**src/rtl/rtc_bus_sched_pkg.sv**
```systemverilog
// Shared types and RTC register map for the RTC bus scheduler.
package rtc_bus_sched_pkg;

  // Scheduler FSM states.
  typedef enum logic [1:0] {
    ST_IDLE  = 2'd0,
    ST_START = 2'd1,
    ST_WAIT  = 2'd2,
    ST_DONE  = 2'd3
  } state_e;

  // Owner of the transaction currently on the engine.
  typedef enum logic [1:0] {
    REQ_UART = 2'd0,
    REQ_KEY  = 2'd1,
    REQ_POLL = 2'd2
  } req_id_e;

  // Every access starts at the seconds register; the length selects time-only
  // (sec/min/hour) or the full time+date block.
  localparam logic [7:0] RTC_ADDR_TIME = 8'h00;
  localparam logic [2:0] RTC_LEN_FULL  = 3'd7;
  localparam logic [2:0] RTC_LEN_TIME  = 3'd3;

  // Saturating 8-bit increment for the error counter.
  function automatic logic [7:0] sat_inc8(input logic [7:0] v);
    return (v == 8'hFF) ? v : v + 8'd1;
  endfunction

endpackage

```
**src/rtl/rtc_bus_sched_poll.sv**
```systemverilog
// Poll tick divider: free-running 0..PERIOD-1 counter, tick high on the wrap cycle.
module rtc_poll_tick #(
  parameter int unsigned PERIOD = 5_000_000
) (
  input  logic clk,
  input  logic rst,
  output logic tick
);

  localparam int unsigned CW = (PERIOD > 1) ? $clog2(PERIOD) : 1;
  localparam logic [CW-1:0] LAST = CW'(PERIOD - 1);

  logic [CW-1:0] cnt_q;
  logic [CW-1:0] cnt_d;

  // Wrap detection and next count.
  always_comb begin
    tick  = (cnt_q == LAST);
    cnt_d = tick ? '0 : cnt_q + CW'(1);
  end

  // Counter register.
  always_ff @(posedge clk) begin
    if (rst) cnt_q <= '0;
    else     cnt_q <= cnt_d;
  end

endmodule

```
**src/rtl/rtc_bus_sched.sv**
```systemverilog
// RTC bus scheduler: arbitrates UART set, key adjust and periodic poll reads
// onto a single I2C transaction engine, with timeout, retry and error count.
// Handshake: uart_wr_req / key_wr_req are levels held by the requester until
// the matching one-cycle ack; the ack fires once per request, on success or
// on drop. eng_start is a one-cycle command; eng_done (with eng_nack/eng_rdata)
// is only honoured while the scheduler is waiting for it.
module rtc_bus_sched
  import rtc_bus_sched_pkg::*;
#(
  parameter int unsigned SYSCLKHZ    = 50_000_000,
  parameter int unsigned POLL_HZ     = 10,
  parameter int unsigned TIMEOUT_CYC = 1_000_000,
  parameter int unsigned MAX_RETRY   = 2
) (
  input  logic        clk,
  input  logic        rst,
  input  logic        uart_wr_req,
  input  logic [55:0] uart_wr_data,
  output logic        uart_wr_ack,
  input  logic        key_wr_req,
  input  logic [23:0] key_wr_time,
  output logic        key_wr_ack,
  output logic        eng_start,
  output logic        eng_rw,
  output logic [7:0]  eng_addr,
  output logic [2:0]  eng_len,
  output logic [55:0] eng_wdata,
  input  logic        eng_done,
  input  logic        eng_nack,
  input  logic [55:0] eng_rdata,
  output logic [23:0] time_read,
  output logic [31:0] date_read,
  output logic        read_done,
  output logic [7:0]  err_cnt
);

  localparam int unsigned POLL_PERIOD = SYSCLKHZ / POLL_HZ;
  localparam int unsigned TW = (TIMEOUT_CYC > 1) ? $clog2(TIMEOUT_CYC) : 1;
  localparam int unsigned RW = (MAX_RETRY > 0) ? $clog2(MAX_RETRY + 1) : 1;
  localparam logic [TW-1:0] TMO_LAST  = TW'(TIMEOUT_CYC - 1);
  localparam logic [RW-1:0] RETRY_MAX = RW'(MAX_RETRY);

  state_e        state_q,     state_d;
  req_id_e       owner_q,     owner_d;
  logic          eng_rw_q,    eng_rw_d;
  logic [7:0]    eng_addr_q,  eng_addr_d;
  logic [2:0]    eng_len_q,   eng_len_d;
  logic [55:0]   eng_wdata_q, eng_wdata_d;
  logic [TW-1:0] tmo_q,       tmo_d;
  logic [RW-1:0] retry_q,     retry_d;
  logic          fail_q,      fail_d;
  logic          poll_pend_q, poll_pend_d;
  logic [23:0]   time_read_q, time_read_d;
  logic [31:0]   date_read_q, date_read_d;
  logic [7:0]    err_cnt_q,   err_cnt_d;

  logic tick;
  logic pend_set;
  logic pend_clr;

  rtc_poll_tick #(
    .PERIOD (POLL_PERIOD)
  ) u_poll_tick (
    .clk  (clk),
    .rst  (rst),
    .tick (tick)
  );

  // Next-state, command fields and completion pulses.
  always_comb begin
    state_d     = state_q;
    owner_d     = owner_q;
    eng_rw_d    = eng_rw_q;
    eng_addr_d  = eng_addr_q;
    eng_len_d   = eng_len_q;
    eng_wdata_d = eng_wdata_q;
    tmo_d       = tmo_q;
    retry_d     = retry_q;
    fail_d      = fail_q;
    time_read_d = time_read_q;
    date_read_d = date_read_q;
    err_cnt_d   = err_cnt_q;
    pend_set    = 1'b0;
    pend_clr    = 1'b0;
    eng_start   = 1'b0;
    uart_wr_ack = 1'b0;
    key_wr_ack  = 1'b0;
    read_done   = 1'b0;

    case (state_q)
      ST_IDLE: begin
        // Fixed priority: UART set, then key adjust, then pending poll.
        if (uart_wr_req) begin
          owner_d     = REQ_UART;
          eng_rw_d    = 1'b0;
          eng_addr_d  = RTC_ADDR_TIME;
          eng_len_d   = RTC_LEN_FULL;
          eng_wdata_d = uart_wr_data;
          retry_d     = '0;
          state_d     = ST_START;
        end else if (key_wr_req) begin
          owner_d     = REQ_KEY;
          eng_rw_d    = 1'b0;
          eng_addr_d  = RTC_ADDR_TIME;
          eng_len_d   = RTC_LEN_TIME;
          eng_wdata_d = {32'd0, key_wr_time};
          retry_d     = '0;
          state_d     = ST_START;
        end else if (poll_pend_q) begin
          owner_d     = REQ_POLL;
          eng_rw_d    = 1'b1;
          eng_addr_d  = RTC_ADDR_TIME;
          eng_len_d   = RTC_LEN_FULL;
          eng_wdata_d = '0;
          retry_d     = '0;
          state_d     = ST_START;
        end
      end

      ST_START: begin
        eng_start = 1'b1;
        tmo_d     = '0;
        state_d   = ST_WAIT;
      end

      ST_WAIT: begin
        // Read data is captured on the completing edge so it is already
        // visible while read_done is high in DONE.
        if (eng_done) begin
          fail_d  = eng_nack;
          state_d = ST_DONE;
          if (!eng_nack && eng_rw_q) begin
            time_read_d = eng_rdata[23:0];
            date_read_d = eng_rdata[55:24];
          end
        end else if (tmo_q == TMO_LAST) begin
          fail_d  = 1'b1;
          state_d = ST_DONE;
        end else begin
          tmo_d = tmo_q + TW'(1);
        end
      end

      ST_DONE: begin
        // A retry re-issues the same command fields straight from DONE;
        // everything else returns to IDLE for the next grant.
        if (!fail_q) begin
          state_d = ST_IDLE;
          if (eng_rw_q) begin
            read_done = 1'b1;
            pend_clr  = 1'b1;
          end else begin
            uart_wr_ack = (owner_q == REQ_UART);
            key_wr_ack  = (owner_q == REQ_KEY);
            pend_set    = 1'b1;
          end
        end else if (retry_q < RETRY_MAX) begin
          retry_d = retry_q + RW'(1);
          state_d = ST_START;
        end else begin
          state_d   = ST_IDLE;
          err_cnt_d = sat_inc8(err_cnt_q);
          if (eng_rw_q) begin
            pend_clr = 1'b1;
          end else begin
            uart_wr_ack = (owner_q == REQ_UART);
            key_wr_ack  = (owner_q == REQ_KEY);
          end
        end
      end

      default: state_d = ST_IDLE;
    endcase

    // A tick wrap in the same cycle as a clear keeps the poll pending.
    poll_pend_d = poll_pend_q;
    if (pend_clr)          poll_pend_d = 1'b0;
    if (pend_set || tick)  poll_pend_d = 1'b1;
  end

  // State and datapath registers; reset leaves a poll pending.
  always_ff @(posedge clk) begin
    if (rst) begin
      state_q     <= ST_IDLE;
      owner_q     <= REQ_POLL;
      eng_rw_q    <= 1'b0;
      eng_addr_q  <= '0;
      eng_len_q   <= '0;
      eng_wdata_q <= '0;
      tmo_q       <= '0;
      retry_q     <= '0;
      fail_q      <= 1'b0;
      poll_pend_q <= 1'b1;
      time_read_q <= '0;
      date_read_q <= '0;
      err_cnt_q   <= '0;
    end else begin
      state_q     <= state_d;
      owner_q     <= owner_d;
      eng_rw_q    <= eng_rw_d;
      eng_addr_q  <= eng_addr_d;
      eng_len_q   <= eng_len_d;
      eng_wdata_q <= eng_wdata_d;
      tmo_q       <= tmo_d;
      retry_q     <= retry_d;
      fail_q      <= fail_d;
      poll_pend_q <= poll_pend_d;
      time_read_q <= time_read_d;
      date_read_q <= date_read_d;
      err_cnt_q   <= err_cnt_d;
    end
  end

  assign eng_rw    = eng_rw_q;
  assign eng_addr  = eng_addr_q;
  assign eng_len   = eng_len_q;
  assign eng_wdata = eng_wdata_q;
  assign time_read = time_read_q;
  assign date_read = date_read_q;
  assign err_cnt   = err_cnt_q;

endmodule

```
**config.mk**
```make
export PLATFORM = sky130hd
export DESIGN_NAME = rtc_bus_sched
export DESIGN_NICKNAME = d
export VERILOG_FILES = /design/src/rtl/rtc_bus_sched_pkg.sv /design/src/rtl/rtc_bus_sched_poll.sv /design/src/rtl/rtc_bus_sched.sv
export SDC_FILE = /design/constraint.sdc
export NUM_CORES = 1
export LEC_CHECK = 0
export ABC_AREA = 1
export CAP_MARGIN = 25
export CORE_MARGIN = 2
export CORE_UTILIZATION = 40
export CTS_CLUSTER_DIAMETER = 100
export DETAILED_ROUTE_END_ITERATION = 7
export DONT_BUFFER_PORTS = 1
export PLACE_DENSITY = 0.6
export SYNTH_ARGS = -nofsm -noshare
export SYNTH_HDL_FRONTEND = slang
export SYNTH_SLANG_ARGS = --single-unit
```
**constraint.sdc**
```tcl
create_clock -name clk -period 1.8 [get_ports clk]
set_input_delay 0.45 -clock clk [delete_from_list [all_inputs] [get_ports clk]]
set_output_delay 0.45 -clock clk [all_outputs]
set_load 0.02 [all_outputs]
```
==> metrics.csv, run 1 <==
metric,value,unit
ant_nets,0,
violations,setup timing,
synth.avg_cell_area,7.51,um2
cpMostUsedCell,buf_6,
coreArea,18700,um2
antenna_cells,0,
vias,6800,
rows,50,
track_usage,18.9,%
path_clk_slew,0.07,ns
netlist.area_leader.share,45.7,%
hold_viol_final,0,
setup_tns,-0.0967,ns
arrival,1.40,ns
ys_seq_area_share,45.7,%
max_cap_violations,0,
routed_via_density,5.39,
rsz0062_at_grt,yes,
dr_wl_met2,10100,um
critPathLaunchType,register,
highest_layer,met4,
slew_violations,0,
wl_met1,8930,um
numPortBuffers,0,
netlist_instances,1014,
dieArea,20200,um2
htreeDepth,4,
num-fill-cells,1863,
max_slew_margin,66.4,%
grt_max_degree,115,
start_util,40.7,%
hold_buffers,0,
cts.sinks,174,
async_flop_share,0,%
cts_root_buffer,clkbuf_16,
fp.dieW,142,um
p_leak,3.10,nW
dr_wl_met3,1290,um
cpMaxStageDelayCell,dfxtp_4,
top_level_ports,278,
cts_tree,done,
worst_pin_slew,0.504,ns
post-route-period-util,103,%
pwr_density_cell,1350,nW/um2
critPathMaxStageDelay,0.36,ns
synth_area,7620,um2
regArea,3490,um2
critPathKind,register to output pin,
cp_cell_sequence,ha_4 -> buf_6 -> nand2_4 -> nor2_4 -> buf_6,
first_pass_iters,5,
grt_overflow,0,
drive_gt1_share,12.4,%
synth-edff-count,0,
drt_iter0_drc,404,
skew,0.0123,ns
multi_input_area,3690,um2
critPathRequiredTime,1.35,ns
grt_first_pass_wirelength,30900,um
report.final.setup_viol,3,
grt_pass1_vias,6163,
ys_seq_elements,174,
synth_cell_types,40,
hpwl,13900,um
fin_crit,1.85,ns
ir_drop,0.947,mV
insertion_delay,0.43,ns
outcome,"finished, violations left",
post-route-drc-count,0,
hold_path.class,primary input to register,
crit_fanout,4,
drt-total-wl,20600,um
place_ws,0.0702,ns
ctsLongestPathBuffers,2,
max_freq,541,MHz
antenna_found_initial,0,
area_growth,15.7,%
numCtsBuffers,17,
synth_warnings,0,
gp_congestion,0.851,
synth_top_area_cell,dfxtp_1,
nNetsFinal,1165,
yosys_most_used_dff,dfxtp_1,
die_h,142,um
post_drt_wl_per_cell,16.4,um
end_kind,output pin,
ys_top_cells_by_area,"dfxtp_1 (46%), nand2_1 (9.6%), a21oi_1 (8.0%), nand3_1 (6.6%), a22oi_1 (5.5%)",
setup_ws,-0.0497,ns
critical path, delay by kind of cell (launching register included):
family,cells,cell delay (ns)
simple gates,2,0.20
flops,1,0.36
fa+ha+maj,1,0.15
buf+inv,2,0.26
cell families (layout without fill, tap and decap cells):
family	count (synthesis)	after routing	share of synthesized area, %
AND/OR/NAND/NOR	457	457	26.2
XOR/XNOR	15	15	1.73
other	1	8	0.0492
adder cells (fa/ha/maj)	8	8	1.31
AO/OA/AOI/OAI	226	226	17.1
flip-flops	174	174	45.7
buffers and inverters	133	139	7.85
per-layer routing:
layer	vias up	global-route usage (%)
li1	3403	-
met5	-	0
met1	3135	23.9
met2	240	31.6
met4	0	6.11
met3	22	4.98
layout by cell type (no fill, tap or decap), types with 2 or more instances in the layout:
cell          n
nand2_1     193
dfxtp_1     170
a21oi_1     120
nor2_1      105
nand3_1     101
a22oi_1      56
inv_1        52
o21ai_0      37
buf_4        29
clkbuf_16    20
nand4_1      18
nor2_2        9
xor2_1        8
conb_1        8
buf_12        8
inv_2         7
xnor2_1       7
nor3_1        6
inv_8         6
buf_6         6
nand2_2       5
ha_1          4
clkinvlp_4    4
nand3_2       3
nor2_4        3
nand3b_1      3
a21oi_2       3
ha_4          3
dfxtp_2       3
inv_4         2
nor4_4        2
or2_2         2
clkinv_4      2
clkinv_8      2
through the flow:
step | instance area [um2] | cells | util [%] | power (mW) | hold WS, ns
after floorplan | 7640 | 1021 | - | 7.20 | 0.441
after global placement | 7930 | 1217 | 42.4 | 7.96 | 0.471
after detailed placement | 7930 | 1217 | 42.4 | 7.98 | 0.474
after CTS | 8580 | 1251 | 45.8 | 11.7 | 0.0723
after global routing | 8810 | 1261 | 47.1 | 12.6 | 0.0676
final | 8810 | 1261 | 47.1 | 11.9 | 0.0864
state kept, by name, indices dropped and copies added, names as in the netlist:
name / count
time_read: 24
poll_pend_q: 1
u_poll_tick.cnt_q: 23
eng_rw: 1
date_read: 32
eng_len: 2
retry_q: 2
owner_q: 2
fail_q: 1
eng_wdata: 56
state_q: 2
tmo_q: 20
err_cnt: 8
final timing paths:
check                                            from                     to  slack [ns]  cells past startpoint
worst max register to register             state_q[0]           time_read[0]        0.07                      9
worst min-delay path                              rst          date_read[31]        0.09                      1
worst min register to register  u_poll_tick.cnt_q[20]  u_poll_tick.cnt_q[20]        0.49                      2
worst max-delay path                       state_q[0]              read_done       -0.05                      5
where the power goes:
group / internal (mW) / total (mW) / switching, mW
Clock: 1.84 / 3.56 / 1.72
Sequential: 4.38 / 5.27 / 0.891
Combinational: 1.23 / 3.07 / 1.84
Yosys cell counts, types with 4 or more instances:
cell type / number
nand3_1: 101
inv_2: 5
nand3_2: 4
buf_2: 13
nor2_2: 9
xnor2_1: 7
o21ai_0: 38
nand2_2: 4
nor2_1: 107
xor2_1: 8
nand2_1: 195
clkbuf_1: 39
a22oi_1: 56
nand4_1: 18
buf_4: 16
a21oi_1: 122
inv_1: 56
dfxtp_1: 174
nor3_1: 6
nor4_1: 4
ha_1: 8
area by class of cell:
cell class / count / share of cell area [%]
repair buffers: 46 / 5.91
flip-flops and latches: 174 / 39.6
inverters: 62 / 2.70
well taps: 234 / 3.32
clock buffers: 17 / 4.83
clock inverters: 14 / 1.68
multi-input cells: 714 / 41.9
what timing repair did:
action	4_1_cts	5_1_grt
setup buffers	3	6
endpoints found under the setup margin	4	124
cloned	0	4
gates resized for setup	16	23
pin swaps	3	7
(Power assumes the default switching activity.)
==> run 2, diff against run 1 <==
HOLD_SLACK_MARGIN = 0.12   (was not set)
==> results of run 2 <==
Same layout as run 1: the final DEF is identical, and so are final timing and power.
==> run 3, diff against run 2 <==
CORE_UTILIZATION = 60   (was 40)
PLACE_DENSITY = 0.85   (was 0.6)
==> run 3 against run 2 <==
Largest cell class unchanged. Fmax about the same. Final area down 1.9%. Sequential share of layout area up 0.75 points. The run still ends with setup timing left. Combinational power down 3%. Setup slack better by 0.00089 ns. Via count up 4.0%. Wire length down 2.0%.
==> metrics.csv, run 3 (same netlist as run 1, synthesis figures left out) <==
metric,value,unit,change
critPathMaxStageDelay,0.36,ns,about the same
grt_max_degree,115,,unchanged
slew_violations,0,,unchanged
start_util,60.8,%,was 40.7%
setup_ws,-0.0488,ns,was -0.0497 ns
vias,7072,,was 6800
area_growth,13.5,%,was 15.7%
hold_path.class,primary input to register,,unchanged
fp.dieW,117,um,was 142 um
report.final.setup_viol,2,,was 3
rows,41,,was 50
post_drt_wl_per_cell,16.9,um,was 16.4 um
die_h,117,um,was 142 um
finalCoreUtilization,69.0,%,was 47.1%
max_cap_violations,0,,unchanged
hold_ws,0.179,ns,was 0.0864 ns
routed_via_density,5.91,,was 5.39
antenna_cells,0,,unchanged
hold_viol_final,0,,unchanged
reg2reg_depth,8,,was 9
drt-total-wl,20200,um,was 20600 um
max_freq,541,MHz,about the same
critPathLaunchType,register,,unchanged
grt_first_pass_wirelength,28100,um,was 30900 um
cts.sinks,174,,unchanged
final_common_cell,nand2_1,,unchanged
arrival,1.40,ns,about the same
ant_nets,0,,unchanged
cts_tree,done,,unchanged
rsz0062_at_grt,yes,,unchanged
skew,0.00804,ns,was 0.0123 ns
post-route-period-util,103,%,about the same
worstSetupPathDepth,5,,unchanged
cpMaxStageDelayCell,dfxtp_2,,was dfxtp_4
dieArea,13600,um2,was 20200 um2
first_pass_iters,6,,was 5
cts_root_buffer,clkbuf_16,,unchanged
grt_overflow,0,,unchanged
numCtsBuffers,17,,unchanged
critPathRequiredTime,1.35,ns,about the same
ctsLongestPathBuffers,2,,unchanged
end_kind,output pin,,unchanged
p_leak,3.07,nW,was 3.10 nW
critPathKind,register to output pin,,unchanged
fin_crit,1.85,ns,about the same
path_clk_slew,0.06,ns,was 0.07 ns
hpwl,13400,um,was 13900 um
cpMostUsedCell,buf_4,,was buf_6
top_level_ports,278,,unchanged
ir_drop,1.16,mV,was 0.947 mV
insertion_delay,0.43,ns,about the same
grt_pass1_vias,5954,,was 6163
track_usage,25.9,%,was 18.9%
drive_gt1_share,11.1,%,was 12.4%
numPortBuffers,0,,unchanged
crit_family,flip-flops,,unchanged
pwr_density_cell,1370,nW/um2,was 1350 nW/um2
cp_cell_sequence,ha_4 -> buf_4 -> nand2_1 -> nor2_1 -> buf_4,,was ha_4 -> buf_6 -> nand2_4 -> nor2_4 -> buf_6
largest_reg_flops,56,,unchanged
crit_fanout,5,,was 4
gp_congestion,0.885,,was 0.851
post-route-drc-count,0,,unchanged
whs_path_depth,2,,was 1
path_buf_inv,2,,unchanged
drt_iter0_drc,546,,was 404
antenna_found_initial,0,,unchanged
nNetsFinal,1162,,was 1165
coreArea,12500,um2,was 18700 um2
outcome,"finished, violations left",,unchanged
power,11.8,mW,was 11.9 mW
final_cell_mix,"nand2_1 (193), dfxtp_1 (171), a21oi_1 (122)",,"was nand2_1 (193), dfxtp_1 (170), a21oi_1 (120)"
htreeDepth,4,,unchanged
violations,setup timing,,unchanged
[run 3: cell count changes in the layout (fill, tap and decap cells not counted), moves of 3 or more]
cell / change
buf_6: -6
inv_6: +3
clkbuf_1: +3
inv_8: -6
[run 3: final cells by class]
type | count | area, um2
Clock buffer | 20 | 437
Multi-Input combinational cell | 714 | 3650
Tap cell | 172 | 215
Timing Repair Buffer | 43 | 483
Inverter | 62 | 233
Fill cell | 988 | 3870
Clock inverter | 11 | 133
Sequential cell | 174 | 3490
[run 3: worst register-to-register path, cell delays in order, from the launching register on]
cell	delay, ns
dfxtp_4	0.35
buf_4	0.15
inv_1	0.15
ha_2	0.27
nand2_1	0.08
inv_1	0.05
buf_4	0.30
a22oi_1	0.15
nor2_1	0.13
[run 3: path summary, 6_finish.rpt]
| check | endpoint | start | slack (ns) |
|---|---|---|---|
| worst max-delay path | read_done | state_q[0] | -0.05 |
| worst min-delay path | err_cnt[6] | rst | 0.18 |
| worst max register to register | eng_wdata[46] | state_q[1] | 0.09 |
| worst min register to register | u_poll_tick.cnt_q[21] | u_poll_tick.cnt_q[21] | 0.48 |
[run 3: timing repair]
item | CTS | global route
pin swaps | 3 | 5
cloned | 0 | 2
resized for setup | 11 | 17
hold endpoints to repair | 108 | 54
buffers inserted | 2 | 3
endpoints found under the setup margin | 3 | 103
[run 3: metal layers]
metal / vias up / GRT usage, % / wire (um)
li1: 3390 / - / -
met1: 3263 / 32.0 / 8150
met2: 372 / 43.7 / 9940
met3: 47 / 5.81 / 1640
met4: 0 / 10.8 / 504
met5: - / 0 / 0
[run 3: report_power, final]
part / switching (mW) / total [mW] / internal [mW] / leakage [nW]
combinational: 1.83 / 2.98 / 1.15 / 1.38
sequential: 0.882 / 5.26 / 4.38 / 1.42
clock: 1.52 / 3.57 / 2.05 / 0.271
total: 4.23 / 11.8 / 7.58 / 3.07
[run 3: stage by stage]
step                      setup TNS (ns)  instances  worst slack (ns)  cell area (um2)
after floorplan                   -0.270       1021            -0.135             7640
after global placement                 0       1155             0.131             7800
after detailed placement               0       1155            0.0425             7800
after CTS                         -0.217       1188            -0.101             8430
after global routing              -0.304       1196            -0.122             8640
final                            -0.0602       1196           -0.0488             8640
